<file path="config.mk">
export PLATFORM = sky130hd
export DESIGN_NAME = ram_arbiter
export DESIGN_NICKNAME = d
export VERILOG_FILES = /design/src/rtl/ram_arb_pkg.sv /design/src/rtl/rr_arb2.sv /design/src/rtl/ram_arbiter.sv
export SDC_FILE = /design/constraint.sdc
export NUM_CORES = 1
export LEC_CHECK = 0
export ABC_AREA = 1
export CAP_MARGIN = 20
export CELL_PAD_IN_SITES_DETAIL_PLACEMENT = 1
export CELL_PAD_IN_SITES_GLOBAL_PLACEMENT = 1
export CORE_MARGIN = 2
export CORE_UTILIZATION = 21
export DETAILED_ROUTE_END_ITERATION = 12
export PLACE_DENSITY = 0.78
export SYNTH_ARGS = -nofsm -noshare
export SYNTH_HDL_FRONTEND = slang
export SYNTH_HIERARCHICAL = 1
export SYNTH_SLANG_ARGS = --single-unit
</file>
<file path="constraint.sdc">
create_clock -name clk -period 1.65 [get_ports clk]
set_clock_uncertainty 0.1 [all_clocks]
set_input_delay 0.33 -clock clk [delete_from_list [all_inputs] [get_ports clk]]
set_output_delay 0.33 -clock clk [all_outputs]
set_load 0.03 [all_outputs]
</file>
<file path="src/rtl/ram_arb_pkg.sv">
// Shared constants and types for the two-port RAM arbiter.
// The arbiter and its round-robin sub-block both import this package.
package ram_arb_pkg;

  localparam int DATA_WIDTH   = 12;
  localparam int ADDR_WIDTH   = 6;
  localparam int READ_LATENCY = 2;

  localparam logic REQ0 = 1'b0;
  localparam logic REQ1 = 1'b1;

  // One stage of the read-return pipeline: a read is in flight, and who asked for it
  typedef struct packed {
    logic valid;
    logic owner;
  } rd_stage_t;

endpackage

</file>
<file path="src/rtl/rr_arb2.sv">
// Two-way round-robin arbiter: combinational grants plus a last-served pointer.
// Grants are held low while reset is asserted.
module rr_arb2
  import ram_arb_pkg::*;
(
  input  logic clk,
  input  logic rst,
  input  logic i_req0,
  input  logic i_req1,
  output logic o_gnt0,
  output logic o_gnt1
);

  logic r_last;
  logic w_gnt0;
  logic w_gnt1;

  // On contention the requester that was not served most recently wins
  always_comb begin
    w_gnt0 = 1'b0;
    w_gnt1 = 1'b0;
    if (!rst) begin
      if (i_req0 && (!i_req1 || (r_last == REQ1))) begin
        w_gnt0 = 1'b1;
      end else if (i_req1) begin
        w_gnt1 = 1'b1;
      end
    end
  end

  // Starting "last served = 1" makes requester 0 win the first contention
  always_ff @(posedge clk or posedge rst) begin
    if (rst) begin
      r_last <= REQ1;
    end else if (w_gnt0) begin
      r_last <= REQ0;
    end else if (w_gnt1) begin
      r_last <= REQ1;
    end
  end

  assign o_gnt0 = w_gnt0;
  assign o_gnt1 = w_gnt1;

endmodule

</file>
<file path="src/rtl/ram_arbiter.sv">
// Shares one synchronous-read RAM between two requesters: registers the granted
// command toward the RAM and routes read data back after a fixed latency.
module ram_arbiter
  import ram_arb_pkg::*;
#(
  parameter int data_width = DATA_WIDTH,
  parameter int addr_width = ADDR_WIDTH
) (
  input  logic                  clk,
  input  logic                  rst,
  input  logic                  req0,
  input  logic                  req1,
  input  logic                  we0,
  input  logic                  we1,
  input  logic [addr_width-1:0] addr0,
  input  logic [addr_width-1:0] addr1,
  input  logic [data_width-1:0] wdata0,
  input  logic [data_width-1:0] wdata1,
  output logic                  gnt0,
  output logic                  gnt1,
  output logic                  rvalid0,
  output logic                  rvalid1,
  output logic [data_width-1:0] rdata0,
  output logic [data_width-1:0] rdata1,
  output logic                  ram_we,
  output logic [addr_width-1:0] ram_addr,
  output logic [data_width-1:0] ram_din,
  input  logic [data_width-1:0] ram_dout
);

  logic                  w_gnt0;
  logic                  w_gnt1;
  logic                  w_gntAny;
  logic                  w_we;
  logic [addr_width-1:0] w_addr;
  logic [data_width-1:0] w_din;

  logic                  r_ramWe;
  logic [addr_width-1:0] r_ramAddr;
  logic [data_width-1:0] r_ramDin;
  rd_stage_t             r_pipe [READ_LATENCY];

  rr_arb2 u_arb (
    .clk    (clk),
    .rst    (rst),
    .i_req0 (req0),
    .i_req1 (req1),
    .o_gnt0 (w_gnt0),
    .o_gnt1 (w_gnt1)
  );

  always_comb begin
    w_gntAny = w_gnt0 | w_gnt1;
    w_we     = we0;
    w_addr   = addr0;
    w_din    = wdata0;
    if (w_gnt1) begin
      w_we   = we1;
      w_addr = addr1;
      w_din  = wdata1;
    end
  end

  // Address and data hold their last value when idle; only the write strobe drops
  always_ff @(posedge clk or posedge rst) begin
    if (rst) begin
      r_ramWe   <= 1'b0;
      r_ramAddr <= '0;
      r_ramDin  <= '0;
    end else begin
      r_ramWe <= w_gntAny & w_we;
      if (w_gntAny) begin
        r_ramAddr <= w_addr;
        r_ramDin  <= w_din;
      end
    end
  end

  // Stage 0 lines up with the RAM sampling the address, the last stage with ram_dout
  always_ff @(posedge clk or posedge rst) begin
    if (rst) begin
      for (int i = 0; i < READ_LATENCY; i++) begin
        r_pipe[i] <= '0;
      end
    end else begin
      r_pipe[0].valid <= w_gntAny & ~w_we;
      r_pipe[0].owner <= w_gnt1 ? REQ1 : REQ0;
      for (int i = 1; i < READ_LATENCY; i++) begin
        r_pipe[i] <= r_pipe[i-1];
      end
    end
  end

  assign gnt0     = w_gnt0;
  assign gnt1     = w_gnt1;
  assign ram_we   = r_ramWe;
  assign ram_addr = r_ramAddr;
  assign ram_din  = r_ramDin;

  assign rvalid0 = r_pipe[READ_LATENCY-1].valid && (r_pipe[READ_LATENCY-1].owner == REQ0);
  assign rvalid1 = r_pipe[READ_LATENCY-1].valid && (r_pipe[READ_LATENCY-1].owner == REQ1);
  assign rdata0  = rvalid0 ? ram_dout : '0;
  assign rdata1  = rvalid1 ? ram_dout : '0;

endmodule
</file>
=== Word level (Yosys, flattened, before mapping) ===
Cells that the tools add are included.

* Muxes and demuxes: 13
* Bitwise gates (word level): 5
* Reductions and logical operators: 6

{| class="wikitable"
|+ Operators with widths
! kind !! count
|-
| 12-bit 2-to-1 mux || 3
|-
| 1-bit 2-to-1 mux || 9
|-
| 6-bit 2-to-1 mux || 1
|-
| 1-bit logical AND || 3
|-
| 1-bit AND || 2
|-
| 1-bit inverter || 2
|-
| 2-bit nonzero test || 1
|-
| 1-bit zero test || 1
|-
| 1-bit logical OR || 1
|-
| 1-bit OR || 1
|}

* Input port bits: 54
* Register bits after elaboration: 24
* Output and inout port bits: 47

=== Logic depth before layout (Yosys ltp) ===
* Word-level depth: 8
* Gate-level depth with buffers: 9

=== Modules after synthesis ===
The synthesis kept the hierarchy.

{| class="wikitable"
|+ By module, submodules not included
! module !! cells each !! area each (um2) !! instances !! sequential area each (um2)
|-
| ram_arbiter || 153 || 1143.6 || 1 || 575.6
|-
| rr_arb2 || 11 || 71.3 || 1 || 26.3
|}

=== Worst setup path before layout ===
Ideal clock, no wire load.

* Path type: reg2reg
* Start point: register u_arb.r_last
* End point: register r_ramAddr[0], in the netlist ram_addr[0]
* Slack: -0.250 ns
* Data arrival time: 1.675 ns
* Stages on the path, launching flop included: 8
* Data required time: 1.425 ns
* Clock period less this slack: 1.900 ns
* Cells stage by stage: dfstp_2 > inv_1 > nand2_1 > a21oi_1 > inv_2 > buf_2 > nand3_1 > nand3_1

* Cells in the longest elaborated chain, start to end: 5
* Elaborated cells on any way between the ends: 8
* Classes of those cells: 5 x mux; 1 x bitwise; 2 x reduce/logical

{| class="wikitable"
|+ RTL lines
! element !! RTL line !! source
|-
| start, declared || rr_arb2.sv:14 || <nowiki>logic r_last;</nowiki>
|-
| start signal, assigned || rr_arb2.sv:34 || <nowiki>r_last <= REQ1;</nowiki>
|-
| start signal, assigned || rr_arb2.sv:36 || <nowiki>r_last <= REQ0;</nowiki>
|-
| start signal, assigned || rr_arb2.sv:38 || <nowiki>r_last <= REQ1;</nowiki>
|-
| 1-bit logical OR * || rr_arb2.sv:23 || <nowiki>if (i_req0 && (!i_req1 || (r_last == REQ1))) begin</nowiki>
|-
| 1-bit logical AND * || rr_arb2.sv:23 ||
|-
| 1-bit 2-to-1 mux * || rr_arb2.sv:23 ||
|-
| 1-bit 2-to-1 mux * || rr_arb2.sv:22 || <nowiki>if (!rst) begin</nowiki>
|-
| named net gnt1 || ram_arbiter.sv:20 || <nowiki>output logic gnt1,</nowiki>
|-
| 6-bit 2-to-1 mux / 1-bit OR (equally long branches) || ram_arbiter.sv:57, ram_arbiter.sv:53 ||
|-
| end signal, assigned || ram_arbiter.sv:73 || <nowiki>r_ramAddr <= w_addr;</nowiki>
|-
| end, declared || ram_arbiter.sv:39 || <nowiki>logic [addr_width-1:0] r_ramAddr;</nowiki>
|}

The timed path passes the listed nets; every way through them passes the cells marked *.
A chain may end at the register's enable or synchronous reset.

=== Worst setup path in the final report ===
* Start point: register r_pipe[0] (netlist name)
* End point: output port rdata0[6]

* Cells in the longest elaborated chain, start to end: 3

{| class="wikitable"
|+ RTL lines
! element !! RTL line !! source
|-
| start, declared || ram_arbiter.sv:41 || <nowiki>rd_stage_t r_pipe [READ_LATENCY];</nowiki>
|-
| start signal, assigned by index || ram_arbiter.sv:89 || <nowiki>r_pipe[i] <= r_pipe[i-1];</nowiki>
|-
| 1-bit inverter || ram_arbiter.sv:100 || <nowiki>assign rvalid0 = r_pipe[READ_LATENCY-1].valid && (r_pipe[READ_LATENCY-1].owner == REQ0);</nowiki>
|-
| 1-bit logical AND || ram_arbiter.sv:100 ||
|-
| 12-bit 2-to-1 mux || ram_arbiter.sv:102 || <nowiki>assign rdata0 = rvalid0 ? ram_dout : '0;</nowiki>
|-
| end, declared || ram_arbiter.sv:23 || <nowiki>output logic [data_width-1:0] rdata0,</nowiki>
|}

No other way between the ends.

==> impl_metrics.yaml <==
job:
  max-cap-violations: 0
clock_network:
  cts_tree: "done"
  numCtsBuffers: 3
  clk_path_buf_depth: 2
  cts.clk_slew.worst_paths_ns: 0.09
  clk_latency_ns: 0.27
  clkSinkCount: 24
  htreeDepth: 1
  ctsRootBufferMaster: "clkbuf_8"
sta:
  fmax_ghz: 0.5641
  setup_viol: 27
  rsz0062_at_grt: "true"
  tns_ns: -1.707
  period_needed_ns: 1.773
  slew_headroom_pct: 76.58
  tightest_slew_ns: 0.3527
  whs_ns: 0.04868
  hold_viol: 0
  slew_viol_final: 0
  post-route-period-util_pct: 107.4
  setup_slack_ns: -0.1228
power_and_ir_drop:
  clkPwrFrac_pct: 21.6
  power_density_nw_per_um2: 792.6
  p_leak_nw: 1.237
  intPower_mw: 1.214
  peakVddDrop_mv: 0.2770
  switching_share_pct: 36.13
  p_sw_mw: 0.6865
  combPwrFrac_pct: 40.0
  pwr-share-seq_pct: 38.4
  power_mw: 1.900
grt:
  grt_use_total_pct: 13.78
  grt_start_max_net_pins: 24
  antenna_found_initial: 0
  overflow: 0
  grt_pass1_wl_um: 6900
  grt_pass1_vias: 1528
setup_path:
  crit_required_ns: 1.22
  path_cells: "nor2_4, clkinvlp_4, nor2_1, buf_4"
  start_kind: "register"
  max_stage_delay_ns: 0.42
  critical-path-top-delay-family: "flip-flops"
  cp_num_buf_inv: 2
  critPathArrivalTime_ns: 1.34
  path_max_fanout: 6
  worstSetupPathType: "register to output port"
  critPathSlowestCell: "dfrtp_1"
  cp-end-kind: "output port"
logic_synthesis:
  ys_top_cells_by_area: "dfrtp_1 47%, nand3_1 15%, nand2_1 14%"
  avgSynthCellArea_um2: 7.408
  yosysWarnings: 6
  ys_ff_latch: 24
  synth_area_leader_cell: "dfrtp_1"
  syn_inst: 164
  synth_top_area_share_pct: 47.37
  seq_area_frac_synth_pct: 49.54
  yosys.cell_types.count: 13
  synth_nets: 218
  syn-cell-area_um2: 1215
floorplanning:
  die_y_um: 80.06
  die-area_um2: 6410
  initial_core_util_pct: 21.93
  pin_count: 101
  std_cell_rows: 27
  die_x_um: 80.06
  coreArea_um2: 5540
placement:
  io_buffer_count: 100
  dp.cells: 336
  post-dp-hpwl_um: 3489
  gp_congestion: 0.7132
  dpl_cell_area_um2: 2255
  place_ws_ns: -0.2340
finish:
  areaGrowthSynthToFinish_pct: 97.32
  final_cell_mix: "51 x clkdlybuf4s50_1, 41 x nand2_1, 36 x nand3_1"
  diodes: 0
  nets: 328
  post-route-util_pct: 43.27
  mostFrequentLayoutCell: "clkdlybuf4s50_1"
  design_area_um2: 2397
  drive_gt1_share_pct: 22.34
  fin_cells: 345
routing:
  drtIter0Drc: 20
  post_drt_wl_per_cell_um: 13.09
  drt-vias-per-instance: 4.293
  drc_errors: 0
  ant_nets: 0
  routed_wirelength_um: 4515
  vias: 1481
  dr.pass1.iters: 4
outcome:
  status: "finished with violations"
  violations: "negative setup slack"
hold_path:
  min_path_type: "input port to asynchronous set/reset pin"
registers in the layout (all words and copies together) (netlist names):
signal        flops
r_pipe            4
ram_addr          6
ram_din          12
ram_we            1
u_arb/r_last      1
routing by layer:
layer / routed length [µm] / share of wire (%) / global-route usage, %
met5: 0 / 0 / 0
met4: 45 / 1.0 / 4.068
met3: 516 / 11 / 4.719
met2: 2285 / 51 / 25.92
met1: 1668 / 37 / 14.31
power by group through the flow:
stage	Sequential, mW	Clock, mW	Combinational [mW]
2_1_floorplan	0.911	0	0.218
3_3_place_gp	0.742	0	0.778
3_5_place_dp	0.747	0	0.789
4_1_cts	0.732	0.428	0.744
5_1_grt	0.744	0.453	0.821
6_report	0.730	0.410	0.760
path summary, 6_finish.rpt:
check	endpoint	startpoint	slack, ns	cells after the start
hold reg to reg	r_pipe[0]	r_pipe[2]	0.25	0
setup reg to reg	ram_din[0]	u_arb/r_last	0.10	10
setup / recovery	rdata0[6]	r_pipe[0]	-0.12	4
max in group asynchronous	ram_din[0]	rst	1.16	3
hold / removal	ram_din[4]	rst	0.05	3
min in group clk	r_pipe[0]	r_pipe[2]	0.25	0
cell usage after synthesis:
library cell  number
a21oi_1            2
buf_2              5
buf_4              2
buf_6              2
dfrtp_1           23
dfstp_2            1
inv_1             19
inv_2              2
nand2_1           44
nand3_1           36
nand3_2            1
nor2_1            25
nor2_2             2
what timing repair did:
| action | 4_1_cts | 5_1_grt |
|---|---|---|
| gates resized for setup | 30 | 18 |
| endpoints found under the setup margin | 47 | 43 |
| setup buffers | 2 | 1 |
| pin swaps | 0 | 3 |
| hold buffers | 0 | 0 |
| gates cloned | 0 | 2 |
final cells by class:
| class | count | area [µm²] |
|---|---|---|
| flip-flops and latches | 24 | 601.8 |
| fillers | 681 | 3143 |
| repair buffers | 113 | 1037 |
| clock buffers | 4 | 55.05 |
| inverters | 21 | 87.58 |
| well taps | 72 | 90.09 |
| repair inverters | 1 | 7.507 |
| multi-input cells | 110 | 518.0 |
worst min-delay path, stage by stage:
cell	delay (ns)
dlymetal6s2s_1	0.14
inv_1	0.06
buf_4	0.29
cell families after synthesis:
family	Yosys count	synth area share (%)
compound gates	2	0.8239
buf+inv	30	11.64
flops	24	49.54
simple gates	108	38.00
(Power assumes the default switching activity.)
